==> config.mk <==
export PLATFORM = sky130hd
export DESIGN_NAME = connect4_turn_controller
export DESIGN_NICKNAME = d
export VERILOG_FILES = /design/src/rtl/connect4_turn_controller.sv
export SDC_FILE = /design/constraint.sdc
export NUM_CORES = 1
export LEC_CHECK = 0
export ABC_AREA = 0
export CORE_MARGIN = 8
export CORE_UTILIZATION = 45
export DETAILED_ROUTE_END_ITERATION = 8
export MAX_ROUTING_LAYER = met4
export PLACE_DENSITY_LB_ADDON = 0.08
export SETUP_SLACK_MARGIN = 0.3
export SYNTH_ARGS = -nofsm -noshare
export SYNTH_HDL_FRONTEND = slang
export SYNTH_SLANG_ARGS = --single-unit
==> constraint.sdc <==
create_clock -name w_clk -period 10.2 [get_ports w_clk]
set_input_delay 1.02 -clock w_clk [delete_from_list [all_inputs] [get_ports w_clk]]
set_output_delay 1.02 -clock w_clk [all_outputs]
set_load 0.01 [all_outputs]
==> src/rtl/connect4_turn_controller.sv <==
// connect4_turn_controller: owns the Connect-Four board and sequences human/CPU turns around the search core.
module connect4_turn_controller #(
  parameter bit          CPU_FIRST = 1'b0,
  parameter logic [23:0] TIMEOUT   = 24'd10_000_000
) (
  input  logic        w_clk,
  input  logic        w_rst_n,
  input  logic        i_move_valid,
  input  logic [2:0]  i_move_col,
  input  logic        i_new_game,
  output logic        o_gt_rst,
  output logic        o_gt_en,
  input  logic        i_gt_valid,
  input  logic        i_gt_finished,
  input  logic [2:0]  i_gt_col,
  input  logic [15:0] i_gt_score,
  output logic [41:0] o_me_field,
  output logic [41:0] o_op_field,
  output logic [20:0] o_piled_array,
  output logic [2:0]  o_state,
  output logic        o_human_turn,
  output logic [2:0]  o_last_col,
  output logic [15:0] o_last_score,
  output logic [5:0]  o_move_cnt,
  output logic        o_illegal,
  output logic        o_fallback,
  output logic        o_redraw,
  output logic        o_game_over
);
  typedef enum logic [2:0] {
    WAIT_HUMAN = 3'd0,
    CHECK_H    = 3'd1,
    START_GT   = 3'd2,
    WAIT_GT    = 3'd3,
    APPLY_ME   = 3'd4,
    CHECK_M    = 3'd5,
    OVER       = 3'd6
  } state_t;
  localparam state_t INIT = CPU_FIRST ? START_GT : WAIT_HUMAN;
  state_t      state_q, state_d;
  logic [41:0] me_q, me_d, op_q, op_d;
  logic [20:0] pile_q, pile_d;
  logic [5:0]  cnt_q, cnt_d;
  logic [2:0]  last_col_q, last_col_d, gt_col_q, gt_col_d;
  logic [15:0] last_score_q, last_score_d;
  logic [23:0] tmo_q, tmo_d;
  logic        illegal_q, illegal_d, fallback_q, fallback_d, redraw_q, redraw_d;
  logic        gt_rst_q, gt_rst_d, gt_en_q, gt_en_d, human_q, human_d, over_q, over_d;
  logic [2:0]  pile [8];
  logic [2:0]  left_col, ap_col, mv_col;
  logic        gt_legal, mv_legal;
  logic [5:0]  mv_bit;
  logic [20:0] mv_inc;
  // Entry 7 reads as a full column so an out-of-range column is simply illegal.
  always_comb begin
    for (int i = 0; i < 7; i++) pile[i] = pile_q[3*i +: 3];
    pile[7] = 3'd6;
    left_col = 3'd0;
    for (int i = 6; i >= 0; i--) if (pile[i] < 3'd6) left_col = 3'(i);
  end
  assign gt_legal = pile[gt_col_q] < 3'd6;
  assign ap_col   = gt_legal ? gt_col_q : left_col;
  assign mv_col   = (state_q == APPLY_ME) ? ap_col : i_move_col;
  assign mv_legal = pile[mv_col] < 3'd6;
  assign mv_bit   = {3'b0, pile[mv_col]} * 6'd7 + {3'b0, mv_col};
  assign mv_inc   = 21'd1 << ({2'b0, mv_col} * 5'd3);
  always_comb begin
    state_d      = state_q;
    me_d         = me_q;
    op_d         = op_q;
    pile_d       = pile_q;
    cnt_d        = cnt_q;
    last_col_d   = last_col_q;
    last_score_d = last_score_q;
    gt_col_d     = gt_col_q;
    tmo_d        = tmo_q;
    illegal_d    = 1'b0;
    fallback_d   = 1'b0;
    redraw_d     = 1'b0;
    if (i_new_game) begin
      state_d      = INIT;
      me_d         = '0;
      op_d         = '0;
      pile_d       = '0;
      cnt_d        = '0;
      last_col_d   = '0;
      last_score_d = '0;
      tmo_d        = '0;
    end else begin
      case (state_q)
        WAIT_HUMAN: if (i_move_valid) begin
          if (mv_legal) begin
            op_d[mv_bit] = 1'b1;
            pile_d       = pile_q + mv_inc;
            cnt_d        = cnt_q + 6'd1;
            last_col_d   = mv_col;
            redraw_d     = 1'b1;
            state_d      = CHECK_H;
          end else illegal_d = 1'b1;
        end
        CHECK_H: state_d = (cnt_q == 6'd42) ? OVER : START_GT;
        START_GT: begin
          tmo_d   = '0;
          state_d = WAIT_GT;
        end
        WAIT_GT: begin
          tmo_d = tmo_q + 24'd1;
          if (i_gt_valid && i_gt_finished) begin
            gt_col_d     = i_gt_col;
            last_score_d = i_gt_score;
            state_d      = APPLY_ME;
          end else if (tmo_q == TIMEOUT - 24'd1) begin
            gt_col_d = 3'd7;
            state_d  = APPLY_ME;
          end
        end
        APPLY_ME: begin
          me_d[mv_bit] = 1'b1;
          pile_d       = pile_q + mv_inc;
          cnt_d        = cnt_q + 6'd1;
          last_col_d   = mv_col;
          fallback_d   = !gt_legal;
          redraw_d     = 1'b1;
          state_d      = CHECK_M;
        end
        CHECK_M: state_d = (cnt_q == 6'd42) ? OVER : WAIT_HUMAN;
        OVER:    state_d = OVER;
        default: state_d = INIT;
      endcase
    end
    gt_rst_d = state_d != WAIT_GT;
    gt_en_d  = state_d == WAIT_GT;
    human_d  = state_d == WAIT_HUMAN;
    over_d   = state_d == OVER;
  end
  always_ff @(posedge w_clk or negedge w_rst_n) begin
    if (!w_rst_n) begin
      state_q      <= INIT;
      me_q         <= '0;
      op_q         <= '0;
      pile_q       <= '0;
      cnt_q        <= '0;
      last_col_q   <= '0;
      last_score_q <= '0;
      gt_col_q     <= '0;
      tmo_q        <= '0;
      illegal_q    <= 1'b0;
      fallback_q   <= 1'b0;
      redraw_q     <= 1'b0;
      gt_rst_q     <= 1'b1;
      gt_en_q      <= 1'b0;
      human_q      <= INIT == WAIT_HUMAN;
      over_q       <= 1'b0;
    end else begin
      state_q      <= state_d;
      me_q         <= me_d;
      op_q         <= op_d;
      pile_q       <= pile_d;
      cnt_q        <= cnt_d;
      last_col_q   <= last_col_d;
      last_score_q <= last_score_d;
      gt_col_q     <= gt_col_d;
      tmo_q        <= tmo_d;
      illegal_q    <= illegal_d;
      fallback_q   <= fallback_d;
      redraw_q     <= redraw_d;
      gt_rst_q     <= gt_rst_d;
      gt_en_q      <= gt_en_d;
      human_q      <= human_d;
      over_q       <= over_d;
    end
  end
  assign o_gt_rst      = gt_rst_q;
  assign o_gt_en       = gt_en_q;
  assign o_me_field    = me_q;
  assign o_op_field    = op_q;
  assign o_piled_array = pile_q;
  assign o_state       = state_q;
  assign o_human_turn  = human_q;
  assign o_last_col    = last_col_q;
  assign o_last_score  = last_score_q;
  assign o_move_cnt    = cnt_q;
  assign o_illegal     = illegal_q;
  assign o_fallback    = fallback_q;
  assign o_redraw      = redraw_q;
  assign o_game_over   = over_q;
endmodule

==> results.txt, run 1 <==
startpoint class of the critical path: flip-flop
gpl congestion: 0.9043
ys flop type: dfrtp_1
Worst-Margin Slew: 1262 ps
PD cells: 155.8 mW/mm^2
GRT Overall Usage: 0.2173
CTS tree: done
met1 demand-to-capacity share in global routing: 0.2873
CTS resizes: 0
clk slew on worst S/H paths: 70 ps
global-route wire length before repair: 38050 um
flops & latches, synth: 167
critical-path cell list: and2_4 > mux4_2 > a22oi_2 > o31a_4 > inv_2 > mux2_4 > a211oi_1 > fa_1 > inv_1 > fa_1 > inv_1 > fa_1 > a21o_1 > a21oi_1 > xnor2_1 > and4_1 > a21oi_1 > nor2_1
Area growth syn-to-layout: 29.39%
Post-synth EDFFs: 0
Starting Density: 0.4603
CTS max path bufs: 2
Pwr Total: 1.672 mW
top cell type's share of synthesized area: 0.4977
Arrival @ worst endpoint: 6680 ps
relative slew slack: 0.1526
First-pass DRT Iterations: 5
DIE WIDTH: 151.8 um
syn nets: 936
synth top area cells: dfrtp_1 (50%), a21oi_1 (7.5%), nor2_1 (6.4%)
Setup violations, final: 0
Buf+Inv Stages, Crit Path: 3
Final min period: 6332 ps
CP top delay family: compound AO/OA/AOI/OAI gates
antenna cell count: 0
Tcrit/Tclk final: 0.6208
routed length per placed instance: 18.87 um
CP Capture Type: flip-flop
sequential-to-total area share from yosys stat: 0.5040
die area: 0.02304 sq mm
Setup CP Type: flip-flop to flip-flop
status: finished, final reports clean
post-route antenna net violation count: 0
met3 track demand over resource: 0.04128
Gate Count Post-Synth: 882
clk sink count: 167
Final #Nets: 1079
hpwl dp: 16520 um
TNS Setup: 0 ps
grt peak-use layer: met2
MaxCap Viol Count: 0
Cell Rows: 49
Crit Path Max Fanout: 12
Port Buf Inserts: 167
setup repair after global routing missed its margin: false
clk_skew: 11.84 ps
chip height: 151.8 um
Unique masters post-synth: 76
total CTS buffers: 17
share of layout cells above drive strength 1: 0.07225
mean post-synth cell area: 9.407 sq um
max incr delay on CP: 970 ps
Top Ports: 168
Hold-fix buffers, CTS: 0
Vias/cell: 5.603
Synth area leader: dfrtp_1
Worst EP required: 10540 ps
slowest CP cell: xnor2_1
Fillers: 1625
buffer count from post-CTS setup fixing: 0
largest net degree at the start of global routing: 97
latest clock arrival within the worst-skew pair: 430 ps
Slew Viols, Final: 0
grt met2 use: 0.3350
Detailed Route WL: 23910 um
H-tree depth: 4
Post-synth ARST share: 1.000
VDD IR max: 0.0001358 V
Iteration-0 DRC Markers: 561
Residual DRC: 0
Fin. Hold Viols: 0
via count: 7099
clock root cell: clkbuf_16
f_max: 0.1579 GHz
Leak: 4.611 nW
most frequent cells in the layout: dfrtp_1 (165), clkdlybuf4s50_1 (165), nor2_1 (142), a21oi_1 (124), nand2_1 (73)
Hold/Removal Path Class: flip-flop to flip-flop
Syn Std Cell Area: 0.008297 sq mm
initial antenna violation count: 0
number of global-route vias before repair: 6801
Placeable Area: 0.01802 sq mm
cell repeated most along the worst path: fa_1
number of synthesis warnings: 0
Overflow after GRT: 0
==> cells in the mapped netlist, drive strengths merged, types with 3 or more instances <==
cell    count
ha         22
a211oi     10
fa          4
a211o       4
nor2b       3
nand2b      3
buf        12
nor3        9
o31ai       3
or2         5
nor2      143
xnor2       8
or3        10
o311a       8
a21oi     124
and2       10
o21a        3
nor4       11
a31oi      14
and4        7
a311oi      4
nand2      73
a21o        5
and3        8
dfrtp     165
clkbuf     41
o21ai      59
inv        17
nand4      13
nand3      22
nor4bb      3
o311ai      4
nor3b       4
xor2       13
==> final cells by class <==
class	count	area (sq um)	area share
Tap cell	229	286.5	0.02669
Multi-Input combinational cell	645	3829	0.3566
Clock inverter	13	186.4	0.01737
Timing Repair Buffer	177	1745	0.1626
Sequential cell	167	4182	0.3895
Inverter	17	63.81	0.005944
Clock buffer	19	442.9	0.04126
==> stage by stage <==
step           worst slack [ps]  instances  hold WS [ps]    util  instance area (sq um)
2_1_floorplan              4829        882         459.0       -                   8297
5_1_grt                    3325       1267         524.1  0.5956                  10740
3_5_place_dp               3866       1235         483.1  0.5607                  10110
6_report                   3868       1267         497.3  0.5956                  10740
4_1_cts                    3878       1267         500.9  0.5956                  10740
3_3_place_gp               3916       1235         474.3  0.5607                  10110
==> worst register-to-register path, delay by kind of cell, from the launching register on <==
family | cells | cell delay (ps)
AOI/OAI and AO/OA | 6 | 1570
xor gates and xnor gates | 1 | 970
adders and majority gates | 3 | 1160
buffers and inverters | 3 | 300
DFF | 1 | 510
muxes | 2 | 830
and+or+nand+nor | 3 | 920
==> state kept, by name, summed over array words and instances, names as in the netlist, 3 cells and up <==
name           flops
o_state            3
o_me_field        42
tmo_q             24
o_op_field        42
o_last_score      16
o_move_cnt         6
gt_col_q           3
o_last_col         3
o_piled_array     21
==> final timing paths <==
path | from | to | slack (ps) | cells after the start
max in group asynchronous | w_rst_n | o_op_field[36] | 8100 | 2
worst max register to register | o_piled_array[10] | o_me_field[39] | 3870 | 18
worst min-delay path | o_op_field[10] | o_op_field[10] | 500 | 2
worst max-delay path | o_piled_array[10] | o_me_field[39] | 3870 | 18
min in group asynchronous | w_rst_n | o_piled_array[11] | 650 | 1
worst min register to register | o_op_field[10] | o_op_field[10] | 500 | 2
==> power by group <==
group | leakage (nW) | switching [mW] | internal (mW)
sequential | 2.31 | 0.0226 | 0.680
clock | 0.310 | 0.289 | 0.401
combinational | 2.00 | 0.182 | 0.0974
==> per-layer routing <==
layer,up-vias,share of wire
met1,3457,0.45
met5,-,0
met4,0,0.017
met2,191,0.49
met3,28,0.050
li1,3423,-
==> logic make-up after synthesis <==
group,synth area share
and+or+nand+nor,0.1991
buffers and inverters,0.03453
AOI/OAI and AO/OA,0.1917
DFF,0.5040
adders and majority gates,0.04283
muxes,0.005730
xor gates and xnor gates,0.02217
No activity file was read; power rests on OpenSTA's default activity.
==> run 2, diff against run 1 <==
==> constraint.sdc (replaced) <==
create_clock -name w_clk -period 5.4 [get_ports w_clk]
set_input_delay 0.54 -clock w_clk [delete_from_list [all_inputs] [get_ports w_clk]]
set_output_delay 0.54 -clock w_clk [all_outputs]
set_load 0.01 [all_outputs]
==> results.txt, run 2 (synthesis gave the netlist of run 1 again) <==
status: finished, final reports clean (unchanged)
number of global-route vias before repair: 7156 (was 6801)
sequential share of power: 0.397 (was 0.420)
Vias/cell: 5.678 (was 5.603)
CTS tree: done (unchanged)
clk slew on worst S/H paths: 70 ps (about the same)
f_max: 0.1967 GHz (was 0.1579 GHz)
Pwr Total: 3.339 mW (was 1.672 mW)
CP Capture Type: flip-flop (unchanged)
via count: 7524 (was 7099)
Crit Path Max Fanout: 8 (was 12)
Placeable Area: 0.01802 sq mm (unchanged)
post-route antenna net violation count: 0 (unchanged)
Starting Density: 0.4603 (unchanged)
Fin. Hold Viols: 0 (unchanged)
Reg area: 0.004184 sq mm (was 0.004182 sq mm)
latest clock arrival within the worst-skew pair: 440 ps (was 430 ps)
pre-CTS setup slack: -12.43 ps (was 3866 ps)
max incr delay on CP: 560 ps (was 970 ps)
setup repair after global routing missed its margin: true (was false)
Slew Viols, Final: 0 (unchanged)
sw power: 1.024 mW (was 493.5 uW)
PnR worst setup slack: 317.0 ps (was 3868 ps)
Area growth syn-to-layout: 42.24% (was 29.39%)
critical-path cell list: and2_4 > mux4_2 > a22oi_2 > o31a_4 > inv_8 > a2111oi_4 > a211oi_4 > fa_1 > inv_2 > fa_1 > inv_2 > fa_2 > a21o_1 > a21oi_2 > xnor2_2 > clkbuf_16 > nor4_4 > buf_6 > a21oi_1 > nor2_1 (was and2_4 > mux4_2 > a22oi_2 > o31a_4 > inv_2 > mux2_4 > a211oi_1 > fa_1 > inv_1 > fa_1 > inv_1 > fa_1 > a21o_1 > a21oi_1 > xnor2_1 > and4_1 > a21oi_1 > nor2_1)
r2r setup slk: 320 ps (was 3870 ps)
most frequent cells in the layout: clkdlybuf4s50_1 (165), dfrtp_1 (163), nor2_1 (142), nand2_1 (73), a21oi_1 (70) (was dfrtp_1 (165), clkdlybuf4s50_1 (165), nor2_1 (142), a21oi_1 (124), nand2_1 (73))
global-route wire length before repair: 39210 um (was 38050 um)
First-pass DRT Iterations: 5 (unchanged)
GRT Overall Usage: 0.2238 (was 0.2173)
Final #Nets: 1138 (was 1079)
Buf+Inv Stages, Crit Path: 5 (was 3)
die area: 0.02304 sq mm (unchanged)
CP top delay family: compound AO/OA/AOI/OAI gates (unchanged)
multi-input logic area: 0.004359 sq mm (was 0.003829 sq mm)
antenna cell count: 0 (unchanged)
gpl congestion: 0.9302 (was 0.9043)
Int Power: 2.316 mW (was 1.179 mW)
hpwl dp: 17340 um (was 16520 um)
Cell Rows: 49 (unchanged)
CTS max path bufs: 2 (unchanged)
Leak: 5.022 nW (was 4.611 nW)
Overflow after GRT: 0 (unchanged)
Residual DRC: 0 (unchanged)
Fin Hold WS: 133.7 ps (was 497.3 ps)
clk_skew: 10.93 ps (was 11.84 ps)
Logic pwr share: 0.222 (was 0.167)
most common cell after layout, fill and taps aside: clkdlybuf4s50_1
Hold-fix buffers, CTS: 0 (unchanged)
chip height: 151.8 um (unchanged)
MaxCap Viol Count: 0 (unchanged)
Final min period: 5083 ps (was 6332 ps)
Arrival @ worst endpoint: 5360 ps (was 6680 ps)
Tcrit/Tclk final: 0.9413 (was 0.6208)
clock root cell: clkbuf_16 (unchanged)
slowest CP cell: fa_1 (was xnor2_1)
Setup CP Type: flip-flop to flip-flop (unchanged)
sw frac: 0.3065 (was 0.2951)
relative slew slack: 0.2768 (was 0.1526)
Worst-Margin Slew: 1081 ps (was 1262 ps)
Finished Cell Area: 0.01180 sq mm (was 0.01074 sq mm)
initial antenna violation count: 0 (unchanged)
DP Area: 0.01054 sq mm (was 0.01011 sq mm)
largest net degree at the start of global routing: 90 (was 97)
clk sink count: 167 (unchanged)
Setup violations, final: 0 (unchanged)
clock group share of total power: 0.382 (was 0.413)
Fillers: 1456 (was 1625)
PD cells: 283.0 mW/mm^2 (was 155.8 mW/mm^2)
Top Ports: 168 (unchanged)
H-tree depth: 4 (unchanged)
total CTS buffers: 17 (unchanged)
startpoint class of the critical path: flip-flop (unchanged)
Port Buf Inserts: 167 (unchanged)
routed length per placed instance: 19.32 um (was 18.87 um)
Iteration-0 DRC Markers: 583 (was 561)
Hold/Removal Path Class: primary input to async pin (was flip-flop to flip-flop)
Detailed Route WL: 25600 um (was 23910 um)
VDD IR max: 0.0002591 V (was 0.0001358 V)
Worst EP required: 5680 ps (was 10540 ps)
share of layout cells above drive strength 1: 0.1971 (was 0.07225)
DIE WIDTH: 151.8 um (unchanged)
post-layout util: 0.6547 (was 0.5956)
[run 2: changes by cell type in the layout (fill, tap and decap cells not counted), sizes merged]
cell / before / now
inv: 23 / 22
buf: 12 / 70
clkinv: 4 / 2
clkinvlp: 0 / 3
[run 2: worst paths after layout]
check / start / endpoint / cells past startpoint
setup reg to reg: o_piled_array[11] / o_op_field[25] / 20
hold reg to reg: o_me_field[37] / o_me_field[37] / 2
max in group asynchronous: w_rst_n / o_op_field[39] / 2
min in group w_clk: o_me_field[37] / o_me_field[37] / 2
setup / recovery: o_piled_array[11] / o_op_field[25] / 20
hold / removal: w_rst_n / o_piled_array[7] / 1
[run 2: metal layers]
metal,share of wire,vias up,track usage,wire (um)
met3,0.045,53,0.02970,1144
li1,-,3537,-,-
met4,0.024,0,0.08574,623
met1,0.44,3711,0.2916,11140
met2,0.50,223,0.3507,12690
met5,0,-,-,0
[run 2: final cells by class]
class,instances,area share
Clock buffer,18,0.03721
Clock inverter,13,0.01431
Inverter,17,0.006043
Multi-Input combinational cell,645,0.3694
Sequential cell,167,0.3545
Tap cell,229,0.02428
Timing Repair Buffer,236,0.1942
[run 2: stage by stage]
stage                     instances  setup TNS [ps]
after floorplan                 882               0
after global placement         1272               0
after detailed placement       1272          -30.21
after CTS                      1313               0
after global routing           1325               0
final                          1325               0
[run 2: what timing repair did]
item,4_1_cts,5_1_grt
resized for setup,13,89
gates cloned,0,1
setup endpoints to repair,84,84
setup buffers,10,11
pin swaps,15,85
[run 2: power groups by stage]
| stage | sequential (mW) | clock, mW | combinational (mW) |
|---|---|---|---|
| global placement | 1.34 | 0 | 0.626 |
| global route | 1.33 | 1.35 | 0.785 |
| detailed placement | 1.34 | 0 | 0.629 |
| floorplan | 1.34 | 0 | 0.349 |
| finish | 1.33 | 1.27 | 0.740 |
| CTS | 1.32 | 1.29 | 0.658 |
==> run 3, diff against run 2 <==
--- a/config.mk
+++ b/config.mk
@@ -6,6 +6,7 @@
 export NUM_CORES = 1
 export LEC_CHECK = 0
 export ABC_AREA = 0
+export ABC_CLOCK_PERIOD_IN_PS = 5400
 export CORE_MARGIN = 8
 export CORE_UTILIZATION = 45
 export DETAILED_ROUTE_END_ITERATION = 8
==> results of run 3 <==
Final layout, timing and power as in run 2 (identical DEF).
